$ cat src/rtl/hx711_scale_ctrl.sv
`default_nettype none
// ============================================================================
// hx711_scale_ctrl : tare, block-average, scale and flag HX711 conversions
// Revision 1.0
// ============================================================================
module hx711_scale_ctrl #(
  parameter int AVG_LOG2    = 3,
  parameter int SCALE       = 152,
  parameter int STABLE_TOL  = 16,
  parameter int TIMEOUT_CYC = 50_000_000
) (
  input  logic        clk_50,
  input  logic        rst_n,
  input  logic        smp_valid,
  input  logic [23:0] smp_data,
  input  logic        tare_req,
  output logic        out_valid,
  input  logic        out_ready,
  output logic [31:0] out_gramme,
  output logic        out_stable,
  output logic        tare_busy,
  output logic        fault
);

  localparam int c_acc_w = 24 + AVG_LOG2;
  localparam int c_to_w  = $clog2(TIMEOUT_CYC + 1);
  localparam logic [c_to_w-1:0] c_to_max = c_to_w'(TIMEOUT_CYC);

  localparam logic [1:0] S_TARE = 2'd0;
  localparam logic [1:0] S_MEAS = 2'd1;
  localparam logic [1:0] S_OUT  = 2'd2;

  logic [1:0]          r_state;
  logic [c_acc_w-1:0]  r_acc;
  logic [AVG_LOG2-1:0] r_cnt;
  logic [23:0]         r_tare;
  logic [23:0]         r_prev_avg;
  logic                r_has_prev;
  logic                r_tare_pend;
  logic [c_to_w-1:0]   r_to_cnt;

  logic [c_acc_w-1:0]  w_sum;
  logic [23:0]         w_avg;
  logic                w_last;
  logic [24:0]         w_net;
  logic [24:0]         w_diff;
  logic [24:0]         w_absdiff;
  logic [31:0]         w_gram;
  logic                w_stable;

  always_comb begin
    w_sum     = r_acc + {{AVG_LOG2{smp_data[23]}}, smp_data};
    // Top 24 bits of the sum are exactly the arithmetic right shift by AVG_LOG2.
    w_avg     = w_sum[c_acc_w-1:AVG_LOG2];
    w_last    = &r_cnt;
    w_net     = {w_avg[23], w_avg} - {r_tare[23], r_tare};
    w_gram    = {{7{w_net[24]}}, w_net} * 32'(SCALE);
    w_diff    = {w_avg[23], w_avg} - {r_prev_avg[23], r_prev_avg};
    w_absdiff = w_diff[24] ? (25'd0 - w_diff) : w_diff;
    w_stable  = r_has_prev && (w_absdiff <= 25'(STABLE_TOL));
  end

  always_ff @(posedge clk_50 or negedge rst_n) begin
    if (!rst_n) begin
      r_state     <= S_TARE;
      r_acc       <= '0;
      r_cnt       <= '0;
      r_tare      <= '0;
      r_prev_avg  <= '0;
      r_has_prev  <= 1'b0;
      r_tare_pend <= 1'b0;
      out_valid   <= 1'b0;
      out_gramme  <= '0;
      out_stable  <= 1'b0;
      tare_busy   <= 1'b1;
    end else begin
      case (r_state)
        S_TARE: begin
          if (tare_req) begin
            r_acc <= '0;
            r_cnt <= '0;
          end else if (smp_valid) begin
            if (w_last) begin
              r_tare     <= w_avg;
              r_has_prev <= 1'b0;
              r_acc      <= '0;
              r_cnt      <= '0;
              tare_busy  <= 1'b0;
              r_state    <= S_MEAS;
            end else begin
              r_acc <= w_sum;
              r_cnt <= r_cnt + 1'b1;
            end
          end
        end
        S_MEAS: begin
          if (tare_req) begin
            r_acc     <= '0;
            r_cnt     <= '0;
            tare_busy <= 1'b1;
            r_state   <= S_TARE;
          end else if (smp_valid) begin
            if (w_last) begin
              r_acc      <= '0;
              r_cnt      <= '0;
              out_gramme <= w_gram;
              out_stable <= w_stable;
              r_prev_avg <= w_avg;
              r_has_prev <= 1'b1;
              out_valid  <= 1'b1;
              r_state    <= S_OUT;
            end else begin
              r_acc <= w_sum;
              r_cnt <= r_cnt + 1'b1;
            end
          end
        end
        S_OUT: begin
          // Samples arriving while the result is held are dropped.
          if (out_ready) begin
            out_valid <= 1'b0;
            if (r_tare_pend || tare_req) begin
              r_tare_pend <= 1'b0;
              tare_busy   <= 1'b1;
              r_state     <= S_TARE;
            end else begin
              r_state <= S_MEAS;
            end
          end else if (tare_req) begin
            r_tare_pend <= 1'b1;
          end
        end
        default: begin
          tare_busy <= 1'b1;
          r_state   <= S_TARE;
        end
      endcase
    end
  end

  always_ff @(posedge clk_50 or negedge rst_n) begin
    if (!rst_n) begin
      r_to_cnt <= '0;
      fault    <= 1'b0;
    end else if (smp_valid) begin
      r_to_cnt <= '0;
      fault    <= 1'b0;
    end else if (r_to_cnt != c_to_max) begin
      r_to_cnt <= r_to_cnt + 1'b1;
      if (r_to_cnt == c_to_max - 1'b1) begin
        fault <= 1'b1;
      end
    end
  end

endmodule
`default_nettype wire

$ cat config.mk
export PLATFORM = sky130hd
export DESIGN_NAME = hx711_scale_ctrl
export DESIGN_NICKNAME = d
export VERILOG_FILES = /design/src/rtl/hx711_scale_ctrl.sv
export SDC_FILE = /design/constraint.sdc
export NUM_CORES = 1
export LEC_CHECK = 0
export ABC_AREA = 1
export BUFFER_PORTS_ARGS = -buffer_cell sky130_fd_sc_hd__buf_4
export CORE_MARGIN = 2
export CORE_UTILIZATION = 65
export DETAILED_ROUTE_END_ITERATION = 6
export PLACE_DENSITY = 0.87
export SLEW_MARGIN = 20
export SYNTH_ARGS = -nofsm -noshare
export SYNTH_HDL_FRONTEND = slang
export SYNTH_SLANG_ARGS = --single-unit
$ cat constraint.sdc
create_clock -name clk_50 -period 10.9 [get_ports clk_50]
set_input_delay 2.725 -clock clk_50 [delete_from_list [all_inputs] [get_ports clk_50]]
set_output_delay 2.725 -clock clk_50 [all_outputs]
set_load 0.02 [all_outputs]
# ---- Yosys cells after proc, flatten, opt, wreduce, memory -nomap -nowiden
# Cells that the tools add are included.
# Widths: inputs -> output; s select.
dict set report word_totals {
  reg_bits 141
  inputBits 29
  wordCells 94
  out_inout_bits 36
}
dict set report op_classes {
  eq_ne 16
  magnitude_cmp 1
  n_mul 1
  reduce_logical 20
  mux 36
  add_sub_neg 6
  n_bitwise 1
}
# op n
set op_table {}
lappend op_table {{$mux 27} 3}
lappend op_table {{$mux 26} 2}
lappend op_table {{$sub 24x24->25} 2}
lappend op_table {{$mul 32x5->29 const B} 1}
lappend op_table {{$add 27x27->27} 1}
lappend op_table {{$add 26x1->26 const B} 1}
lappend op_table {{$eq 26x26->1 const B} 1}
lappend op_table {{$ne 26x26->1 const B} 1}
lappend op_table {{$le 25x5->1 const B} 1}
lappend op_table {{$mux 25} 1}
lappend op_table {{$sub 1x25->25 const A} 1}
lappend op_table {{$reduce_and 6->1} 4}
lappend op_table {{$ne 2x2->1 const B} 9}
lappend op_table {{$mux 1} 16}
lappend op_table {{$mux 2} 7}
lappend op_table {{$reduce_bool 2->1} 6}
lappend op_table {{$mux 3} 3}
lappend op_table {{$reduce_and 7->1} 1}
lappend op_table {{$ne 3x3->1 const B} 2}
lappend op_table {{$pmux 2 s3} 1}
lappend op_table {{$reduce_and 3->1} 2}
lappend op_table {{$reduce_and 5->1} 1}
lappend op_table {{$pmux 1 s2} 2}
lappend op_table {{$reduce_and 2->1} 2}
lappend op_table {{10 further kinds} 10}

# ---- Depth between registers and ports, before layout
# Gate-level depths: netlist of run 1.
dict set report depth {
  word_depth 6
  depth_mapped 42
  depth_no_buf 42
}

# ---- Worst setup path after synthesis of run 1
# OpenSTA, ideal clock, no wires.
dict set report synth_timing {
  path_type {input to register}
  startpoint {input smp_data[0]}
  endpoint {register out_gramme[31]}
  required_time_ns 10.783
  t_arrival_ns 8.388
  cell_stages 38
  slack_ns 2.394
  setup_ns 0.117
  path_cell_list {ha_1 fa_1 nand2_1 nand2_1 o21ai_0 o21ai_1 a31oi_1 nor2_1 nor2_1 o21bai_1 xor2_1 ha_1 nand2_1 inv_1 nand2_1 nor3_1 a21oi_1 o21ai_0 [2 not listed] nor2_1 nor2_1 inv_1 ha_1 inv_1 fa_1 inv_1 ha_1 nand2_1 nor4_1 nand3_1 nand3_1 nand2_1 nand2_1 a21oi_1 nand3b_1 nand3_1 nand2_1}
}
dict set report synth_via {
  elab_chain_len 3
}
# element line
set synth_lines {}
lappend synth_lines {{from (decl)} 15} ;# input logic [23:0] smp_data,
lappend synth_lines {{$add 27x27->27} 52} ;# w_sum = r_acc + {{AVG_LOG2{smp_data[23]}}, smp_data};
lappend synth_lines {{via w_sum[12]} 42} ;# logic [c_acc_w-1:0] w_sum;
lappend synth_lines {{$sub 24x24->25} 56} ;# w_net = {w_avg[23], w_avg} - {r_tare[23], r_tare};
lappend synth_lines {{$mul 32x5->29} 57} ;# w_gram = {{7{w_net[24]}}, w_net} * 32'(SCALE);
lappend synth_lines {{to (signal assigned)} 106} ;# out_gramme <= w_gram;
lappend synth_lines {{to (decl)} 19} ;# output logic [31:0] out_gramme,
# The timed path passes the listed nets, and every way through them passes these cells.
# A chain may end at the register's enable or synchronous reset.

# ---- Worst setup path in the final report of run 1
# Same ends and word-level chain as after synthesis.

==> summary.md, run 1 <==
| Metric | Value |
|---|---|
| Chip width | 147 µm |
| Leakage | 0.00804 µW |
| Largest area contributor in the netlist | dfrtp_1 |
| Wire length per cell | 14.8 µm |
| Worst skew pair latency | 0.44 ns |
| Slew @ Worst Pin | 1.04 ns |
| Post_cts resized | 0 |
| Final cell count without fillers | 2255 |
| Layout area overhead | 10.7% |
| Mean Syn Cell Area | 6.95 µm² |
| Top post-synthesis cells by area | dfrtp_1 27%, nand2_1 14%, ha_1 12% |
| TritonCTS clock tree | yes |
| Site row count | 52 |
| WS Path Type | input pin to register |
| Max-cap viol count | 0 |
| Antenna violations before repair | 0 |
| EDFF count, synth | 0 |
| Setup TNS Final | 0 ns |
| Most numerous cell in the Yosys netlist | nand2_1 |
| Top Ports | 65 |
| Post-synth design cell area | 0.0132 mm² |
| Pwr Total | 4830 µW |
| Relative slew margins | 0.303 |
| Core area | 0.0201 mm² |
| Kind of end point of the critical path | register |
| DRC | 0 |
| Endpoints failing setup | 0 |
| Area after DPL | 0.0140 mm² |
| Pwr dens | 330 mW/mm² |
| CP arrival | 9.54 ns |
| Ys Warns | 0 |
| Placed Cells incl. Taps | 2222 |
| Largest net degree at the start of global routing | 78 |
| Grt total ovfl | 0 |
| GPL Wtd Cong | 0.958 |
| Pins over their slew limit | 0 |
| CTS Root Buffer Type | clkbuf_16 |
| Crit-path slowest cell | fa_1 |
| First-pass GRT wire length | 56400 µm |
| Die height | 147 µm |
| FMAX | 109 MHz |
| Nets | 2157 |
| Hold Crit Class | register to register |
| Top post-synthesis cells by count | 487 x nand2_1, 344 x inv_1, 140 x dfrtp_1 |
| Setup Skew | 0.0107 ns |
| Status | finished clean |
| Distinct cells, synth | 59 |
| Clock sinks | 141 |
| Clock buffer count from CTS | 17 |
| RSZ-0062 raised after global routing | false |
| Final Cycle Share | 0.841 |
| Biggest cell delay along the critical path | 0.52 ns |
| Top cell type's share of synthesized area | 0.265 |
| Reg clk slew, reported paths | 0.07 ns |
| Layout cells sized above 1 | 0.0877 |
| Effective utilization at floorplan | 0.658 |
| CTS max path bufs | 2 |
| Fin area | 0.0146 mm² |
| Post-Route WL | 33300 µm |
| Req. time, crit path | 11.28 ns |
| H-tree level count | 4 |
| Worst path most repeated cell | a21oi_1 |
| Async set-reset flop share out of synthesis | 1.00 |
| Peak supply drop | 677 µV |
| Critical Path Start Type | input pin |
| DRT iter0 DRCs | 979 |
| Postcts setup bufs | 0 |
| Via count | 12695 |
| Crit path max fanout | 6 |
| Crit path time final | 9.17 ns |
| Global Route Usage Sum | 0.318 |
| CTS Hold Bufs | 0 |
| Synth Flop Type | dfrtp_1 |
| Vias in the first global route | 12140 |
| Hpwl dp | 25800 µm |
| Post-route ant nets | 0 |
| Via density | 5.63 |
| Hold Fails Final Rpt | 0 |
| Number of diodes | 0 |
| First drt pass iteration count | 5 |
| Post-synthesis instance total | 1901 |
| Post-synthesis sequential area ratio | 0.267 |
| Synth Register Bits | 141 |
| Number of port buffers | 61 |
| Die Footprint | 0.0215 mm² |
-- flip-flops by register name, indices dropped and copies added (netlist names) --
name and count:
out_gramme 29, r_acc 27, r_to_cnt 26, r_prev_avg 24, r_tare 24, r_cnt 3
r_state 2, fault 1, out_stable 1, out_valid 1, r_has_prev 1, r_tare_pend 1
tare_busy 1
-- power by group --
group	switching (µW)	leakage, µW	total (µW)	internal [µW]
Combinational	2300	0.00602	3660	1360
Sequential	14.4	0.00173	561	547
Clock	278	0.000295	607	329
-- layer usage --
metal | up-vias | share of wire | GRT usage
li1 | 6283 | - | -
met1 | 5908 | 0.43 | 0.416
met2 | 425 | 0.48 | 0.537
met3 | 79 | 0.063 | 0.0444
met4 | 0 | 0.030 | 0.126
met5 | - | 0 | 0
-- cell families after synthesis --
logic type,after synthesis,synth area share
AOI/OAI and AO/OA,335,0.145
buffers and inverters,377,0.109
DFF,141,0.267
xor gates and xnor gates,73,0.0484
and+or+nand+nor,818,0.268
other,1,0.000284
adders and majority gates,156,0.161
-- per-stage QoR --
stage               setup WS (ns)   util  hold slack [ns]
floorplan                    2.39      -            0.453
CTS                          1.80  0.727            0.490
finish                       1.73  0.728            0.487
global placement             1.51  0.697            0.466
detailed placement           1.40  0.697            0.471
global route                 1.04  0.728            0.513
-- final cells by class --
cell class | instances | area, µm²
repair buffers | 78 | 609
clock inverters | 14 | 166
inverters | 349 | 1310
flip-flops and latches | 141 | 3530
multi-input cells | 1385 | 8250
clock buffers | 18 | 429
fillers | 1561 | 5470
well taps | 270 | 338
-- cells in the final DEF, fill, tap and decap left out, types with 6 or more instances in the layout --
master	count
nand2_1	486
inv_1	344
dfrtp_1	140
ha_1	132
o21ai_0	126
nor2_1	121
a21oi_1	117
nand3_1	87
buf_4	76
xor2_1	51
nor3_1	27
fa_1	24
nand4_1	23
xnor2_1	22
a22o_1	22
nand2_2	21
clkbuf_16	17
a31oi_1	15
nor2_2	13
o21ai_1	7
o21bai_1	7
nor4_1	7
a21o_1	7
nand3_2	6
inv_8	6
-- path summary, 6_finish.rpt --
check	start	endpoint	slack [ns]	cells past startpoint
worst max-delay path	smp_data[0]	out_gramme[31]	1.73	37
worst min-delay path	out_gramme[27]	out_gramme[27]	0.49	2
worst max register to register	r_acc[0]	out_gramme[31]	3.75	36
worst min register to register	out_gramme[27]	out_gramme[27]	0.49	2
max in group asynchronous	rst_n	out_stable	7.54	3
min in group asynchronous	rst_n	r_acc[26]	2.26	1
-- worst max-delay path, delay by kind of cell --
kind | cells | cell delay [ns]
buf+inv | 6 | 0.54
compound gates | 14 | 3.14
fa+ha+maj | 6 | 2.10
simple gates | 10 | 0.90
xor+xnor | 1 | 0.15
(Power assumes the default switching activity.)
==> run 2: changes to the inputs <==
- CORE_UTILIZATION: 65 -> 64
- PLACE_DENSITY: 0.87 -> 0.86
- clock period: 10.9 -> 8.58 ns (I/O delays scaled with it)
==> run 2 against run 1 <==
Combinational power rose by 34%; via count rose by 0.93%; sequential power rose by 27%; register-to-register slack got worse by 1.9 ns; worst setup slack got worse by 1.3 ns; clock power rose by 21%; power rose by 31%.
==> summary.md, run 2 (same netlist as run 1, synthesis figures left out) <==
| Metric | Value |
|---|---|
| Hold Crit Class | register to register (unchanged) |
| CTS max path bufs | 2 (unchanged) |
| Crit path time final | 8.13 ns |
| Post-Route WL | 34000 µm (was 33300 µm) |
| Global Route Usage Sum | 0.320 (was 0.318) |
| Top Ports | 65 (unchanged) |
| # fillers | 1607 (was 1561) |
| Hold path startpoint | out_gramme[27] (unchanged) |
| Site row count | 52 (unchanged) |
| Commonest cells after routing, fill and taps aside | 486 x nand2_1, 343 x inv_1, 140 x dfrtp_1 (was 486 x nand2_1, 344 x inv_1, 140 x dfrtp_1) |
| Slew @ Worst Pin | 0.975 ns (was 1.04 ns) |
| Critical Path Start Type | input pin (unchanged) |
| Clock buffer count from CTS | 17 (unchanged) |
| First drt pass iteration count | 5 (unchanged) |
| DRC | 0 (unchanged) |
| Top Usage Layer GRT | met2 (unchanged) |
| Leakage | 0.00812 µW (was 0.00804 µW) |
| Met3 usage | 0.0494 (was 0.0444) |
| Crit-path slowest cell | fa_1 (unchanged) |
| Antenna violations before repair | 0 (unchanged) |
| Hold Fails Final Rpt | 0 (unchanged) |
| Wire length per cell | 14.9 µm (was 14.8 µm) |
| Req. time, crit path | 8.92 ns (was 11.28 ns) |
| Grt total ovfl | 0 (unchanged) |
| Via count | 12813 (was 12695) |
| Pins over their slew limit | 0 (unchanged) |
| Status | finished clean (unchanged) |
| Biggest register | out_gramme (unchanged) |
| Number of port buffers | 61 (unchanged) |
| Post-Place Worst Slack | -0.0696 ns (was 1.40 ns) |
| Largest register FFs | 29 (unchanged) |
| CP arrival | 8.47 ns (was 9.54 ns) |
| Number of diodes | 0 (unchanged) |
| Worst path most repeated cell | nand2_1 (was a21oi_1) |
| Kind of end point of the critical path | register (unchanged) |
| FMAX | 123 MHz |
| Largest regs | out_gramme x29, r_acc x27, r_to_cnt x26 (unchanged) |
| Worst skew pair latency | 0.44 ns (about the same) |
| R2R setup slack | 1.88 ns (was 3.75 ns) |
| Layout cells sized above 1 | 0.101 (was 0.0877) |
| Reg-to-reg startpoint | r_acc[0] (unchanged) |
| Chip width | 148 µm (was 147 µm) |
| Critical path startpoint | smp_data[0] (unchanged) |
| Die Footprint | 0.0218 mm² (was 0.0215 mm²) |
| Clock sinks | 141 (unchanged) |
| Vias in the first global route | 12401 (was 12140) |
| Postcts setup bufs | 0 (unchanged) |
| Endpoints failing setup | 0 (unchanged) |
| Pwr dens | 428 mW/mm² (was 330 mW/mm²) |
| Worst setup margin | 0.447 ns (was 1.73 ns) |
| Reg clk slew, reported paths | 0.06 ns (was 0.07 ns) |
| WS Path Type | input pin to register (unchanged) |
| Die height | 148 µm (was 147 µm) |
| Biggest cell delay along the critical path | 0.54 ns (was 0.52 ns) |
| Final Cycle Share | 0.948 |
| Setup Skew | 0.0118 ns (was 0.0107 ns) |
| Post-route ant nets | 0 (unchanged) |
| Max-cap viol count | 0 (unchanged) |
| Nets | 2178 (was 2157) |
| Most common cell after layout, fill and taps aside | nand2_1 (unchanged) |
| Core area | 0.0202 mm² (was 0.0201 mm²) |
| TritonCTS clock tree | yes (unchanged) |
| GPL Wtd Cong | 0.982 (was 0.958) |
| Peak supply drop | 761 µV (was 677 µV) |
| Util after Layout | 0.731 (was 0.728) |
| Met1 Use GR | 0.411 (was 0.416) |
| Effective utilization at floorplan | 0.653 (was 0.658) |
| Largest net degree at the start of global routing | 76 (was 78) |
| H-tree level count | 4 (unchanged) |
| Relative slew margins | 0.346 (was 0.303) |
| DRT iter0 DRCs | 858 (was 979) |
| Via density | 5.63 (about the same) |
| Layout area overhead | 11.9% (was 10.7%) |
| CTS Root Buffer Type | clkbuf_16 (unchanged) |
| Crit path max fanout | 4 (was 6) |
| Met2 usage | 0.545 (was 0.537) |
| Hpwl dp | 26500 µm (was 25800 µm) |
| First-pass GRT wire length | 56900 µm (was 56400 µm) |
run 2: cell types whose count changed in the layout (fill, tap and decap cells not counted), sizes merged:
cell,before,now
clkbuf,18,17
bufinv,1,0
inv,359,358
clkinvlp,0,3
buf,78,99
run 2: path summary, 6_finish.rpt:
kind	endpoint	depth (start not counted)
hold reg to reg	out_gramme[27]	2
max in group asynchronous	out_stable	3
hold / removal	out_gramme[27]	2
setup / recovery	out_gramme[28]	34
setup reg to reg	out_gramme[28]	33
min in group asynchronous	r_acc[22]	1
run 2: stage by stage:
stage	hold slack, ns	cells	total power (µW)	TNS [ns]	area, µm²
after CTS	0.490	2275	6250	0	14700
after global placement	0.465	2243	5320	0	14200
final	0.486	2276	6330	0	14800
after global routing	0.504	2276	6960	-0.0227	14800
after detailed placement	0.467	2243	5460	-0.105	14200
after floorplan	0.453	1903	4280	0	13200
run 2: per-layer routing:
| metal | wire length (µm) | vias up | part of all wire |
|---|---|---|---|
| met2 | 16300 | 403 | 0.48 |
| met5 | 0 | - | 0 |
| met1 | 14500 | 6005 | 0.43 |
| li1 | - | 6330 | - |
| met4 | 1120 | 0 | 0.033 |
| met3 | 2040 | 75 | 0.060 |
run 2: layout make-up:
cell class	count	area (µm²)	share of cell area
inverter	349	1310	0.0886
multi-input combinational	1385	8280	0.560
tap	270	338	0.0228
clock buffer	17	425	0.0288
clock inverter	15	143	0.00964
timing repair buffer	99	767	0.0519
sequential	141	3530	0.239
run 2: worst max-delay path, delay by kind of cell:
kind | cells | cell delay [ns]
AO/OA/AOI/OAI | 12 | 2.20
XOR/XNOR | 2 | 0.48
adder cells (fa/ha/maj) | 6 | 2.14
buffers and inverters | 5 | 0.53
AND/OR/NAND/NOR | 9 | 0.97
run 2: what timing repair did:
action | CTS | global route
endpoints found under the setup margin | 0 | 3
hold buffers | 0 | 0
resized for setup | 0 | 9
run 2: where the power goes:
part           switching [µW]  total, µW  internal (µW)  leakage (µW)
sequential               18.8        714            695       0.00173
combinational            3020       4890           1870       0.00612
clock                     350        735            385      0.000271
==> run 3: changes to the inputs <==
- TNS_END_PERCENT: unset -> 20
- clock period: 8.58 -> 9.1 ns (I/O delays scaled with it)
==> run 3 against run 2 <==
Final area is 0.77% lower; non-clock buffer count is 14 lower; die area stayed put; highest routed layer unchanged; sequential share of layout area is 0.19 points higher; via count hardly changed.
==> summary.md, run 3 (same netlist as run 1, synthesis figures left out) <==
| Metric | Value |
|---|---|
| Status | finished clean (unchanged) |
| Number of port buffers | 61 (unchanged) |
| Largest net degree at the start of global routing | 82 (was 76) |
| Peak supply drop | 745 µV (was 761 µV) |
| Max-cap viol count | 0 (unchanged) |
| Core area | 0.0202 mm² (unchanged) |
| Site row count | 52 (unchanged) |
| Post-Route WL | 34600 µm (was 34000 µm) |
| Layout area overhead | 11.0% (was 11.9%) |
| Kind of end point of the critical path | register (unchanged) |
| CP arrival | 8.95 ns (was 8.47 ns) |
| Post-route ant nets | 0 (unchanged) |
| Critical Path Start Type | input pin (unchanged) |
| First-pass GRT wire length | 57800 µm (was 56900 µm) |
| Setup Skew | 0.0115 ns (was 0.0118 ns) |
| Hold path startpoint | out_stable (was out_gramme[27]) |
| Slew @ Worst Pin | 1.08 ns (was 0.975 ns) |
| Biggest cell delay along the critical path | 0.53 ns (was 0.54 ns) |
| GPL Wtd Cong | 0.983 (was 0.982) |
| Req. time, crit path | 9.43 ns (was 8.92 ns) |
| DRC | 0 (unchanged) |
| Nets | 2164 (was 2178) |
| WS Path Type | input pin to register (unchanged) |
| Relative slew margins | 0.278 (was 0.346) |
| Wire length per cell | 15.3 µm (was 14.9 µm) |
| Critical path startpoint | smp_data[0] (unchanged) |
| Reg-to-reg startpoint | r_acc[0] (unchanged) |
| Commonest cells after routing, fill and taps aside | 486 x nand2_1, 344 x inv_1, 140 x dfrtp_1 (was 486 x nand2_1, 343 x inv_1, 140 x dfrtp_1) |
| Global Route Usage Sum | 0.326 (was 0.320) |
| First drt pass iteration count | 6 (was 5) |
| Layout cells sized above 1 | 0.0919 (was 0.101) |
| Via count | 12822 (was 12813) |
| Worst path most repeated cell | nand2_1 (unchanged) |
| Number of diodes | 0 (unchanged) |
| Die Footprint | 0.0218 mm² (unchanged) |
| Antenna violations before repair | 0 (unchanged) |
| Grt total ovfl | 0 (unchanged) |
| CTS Root Buffer Type | clkbuf_16 (unchanged) |
| Most common cell after layout, fill and taps aside | nand2_1 (unchanged) |
| Final Cycle Share | 0.948 |
| Hold Fails Final Rpt | 0 (unchanged) |
| Fin area | 0.0147 mm² (was 0.0148 mm²) |
| Largest regs | out_gramme x29, r_acc x27, r_to_cnt x26 (unchanged) |
| Crit path time final | 8.63 ns |
| Die height | 148 µm (unchanged) |
| Biggest register | out_gramme (unchanged) |
| TritonCTS clock tree | yes (unchanged) |
| Worst skew pair latency | 0.44 ns (about the same) |
| Area after DPL | 0.0141 mm² (was 0.0142 mm²) |
| Crit path max fanout | 5 (was 4) |
| Via density | 5.67 (was 5.63) |
| Crit-path slowest cell | fa_1 (unchanged) |
| Chip width | 148 µm (unchanged) |
| DRT iter0 DRCs | 874 (was 858) |
| Largest register FFs | 29 (unchanged) |
| Clock sinks | 141 (unchanged) |
| Vias in the first global route | 12285 (was 12401) |
| Hpwl dp | 26700 µm (was 26500 µm) |
| CTS max path bufs | 2 (unchanged) |
| Endpoints failing setup | 0 (unchanged) |
| FMAX | 116 MHz |
| Leakage | 0.00807 µW (was 0.00812 µW) |
| Clock buffer count from CTS | 17 (unchanged) |
| Effective utilization at floorplan | 0.653 (unchanged) |
| CTS Hold Bufs | 0 (unchanged) |
| Hold Crit Class | register to register (unchanged) |
| Pwr dens | 395 mW/mm² (was 428 mW/mm²) |
| Top Ports | 65 (unchanged) |
| Pins over their slew limit | 0 (unchanged) |
| Pwr Total | 5800 µW (was 6330 µW) |
| H-tree level count | 4 (unchanged) |
| Reg clk slew, reported paths | 0.07 ns (was 0.06 ns) |
run 3: cell types whose count changed in the layout (fill, tap and decap cells not counted), sizes merged:
cell,change
buf,-14
clkinvlp,-2
clkinv,+2
run 3: worst paths after layout:
| check | end | slack [ns] | depth (start not counted) |
|---|---|---|---|
| setup / recovery | out_gramme[31] | 0.47 | 39 |
| hold / removal | out_stable | 0.48 | 2 |
| setup reg to reg | out_gramme[31] | 2.03 | 38 |
| hold reg to reg | out_stable | 0.48 | 2 |
| max in group asynchronous | r_prev_avg[21] | 6.14 | 2 |
| min in group asynchronous | r_acc[22] | 1.82 | 1 |
run 3: area by class of cell:
| cell class | instances | area (µm²) |
|---|---|---|
| clock inverter | 15 | 169 |
| fill | 1645 | 5560 |
| inverter | 349 | 1310 |
| multi-input combinational | 1385 | 8260 |
| clock buffer | 17 | 425 |
| tap | 270 | 338 |
| timing repair buffer | 85 | 646 |
| sequential | 141 | 3530 |
run 3: worst max-delay path, delay by kind of cell:
family / cells / cell delay, ns
simple gates: 18 / 2.32
fa+ha+maj: 6 / 2.18
compound gates: 9 / 1.57
buf+inv: 5 / 0.39
xor+xnor: 1 / 0.20
run 3: what timing repair did:
item                       in CTS  in global routing
setup endpoints to repair       0                  1
gates resized for setup         0                  2
buffers inserted                0                  0
run 3: per-layer routing:
metal	track usage	wire length (µm)	vias to the layer above	share of wire
met5	0	0	-	0
met4	0.118	1030	0	0.030
met3	0.0519	2180	80	0.063
met2	0.558	16400	451	0.47
met1	0.421	15000	6008	0.43
li1	-	-	6283	-
run 3: metrics by stage:
step | utilization | std cells | worst slack, ns | setup TNS [ns] | hold slack, ns
after CTS | 0.725 | 2262 | 0.510 | 0 | 0.489
after floorplan | - | 1903 | 1.04 | 0 | 0.453
after global routing | 0.725 | 2262 | -0.0294 | -0.0294 | 0.512
final | 0.725 | 2262 | 0.474 | 0 | 0.484
after global placement | 0.695 | 2230 | 0.409 | 0 | 0.464
after detailed placement | 0.695 | 2230 | 0.145 | 0 | 0.470
run 3: where the power goes:
| part | switching (µW) | internal [µW] | total, µW |
|---|---|---|---|
| Sequential | 18.4 | 655 | 674 |
| Clock | 342 | 371 | 714 |
| Combinational | 2760 | 1660 | 4410 |
| Total | 3120 | 2680 | 5800 |
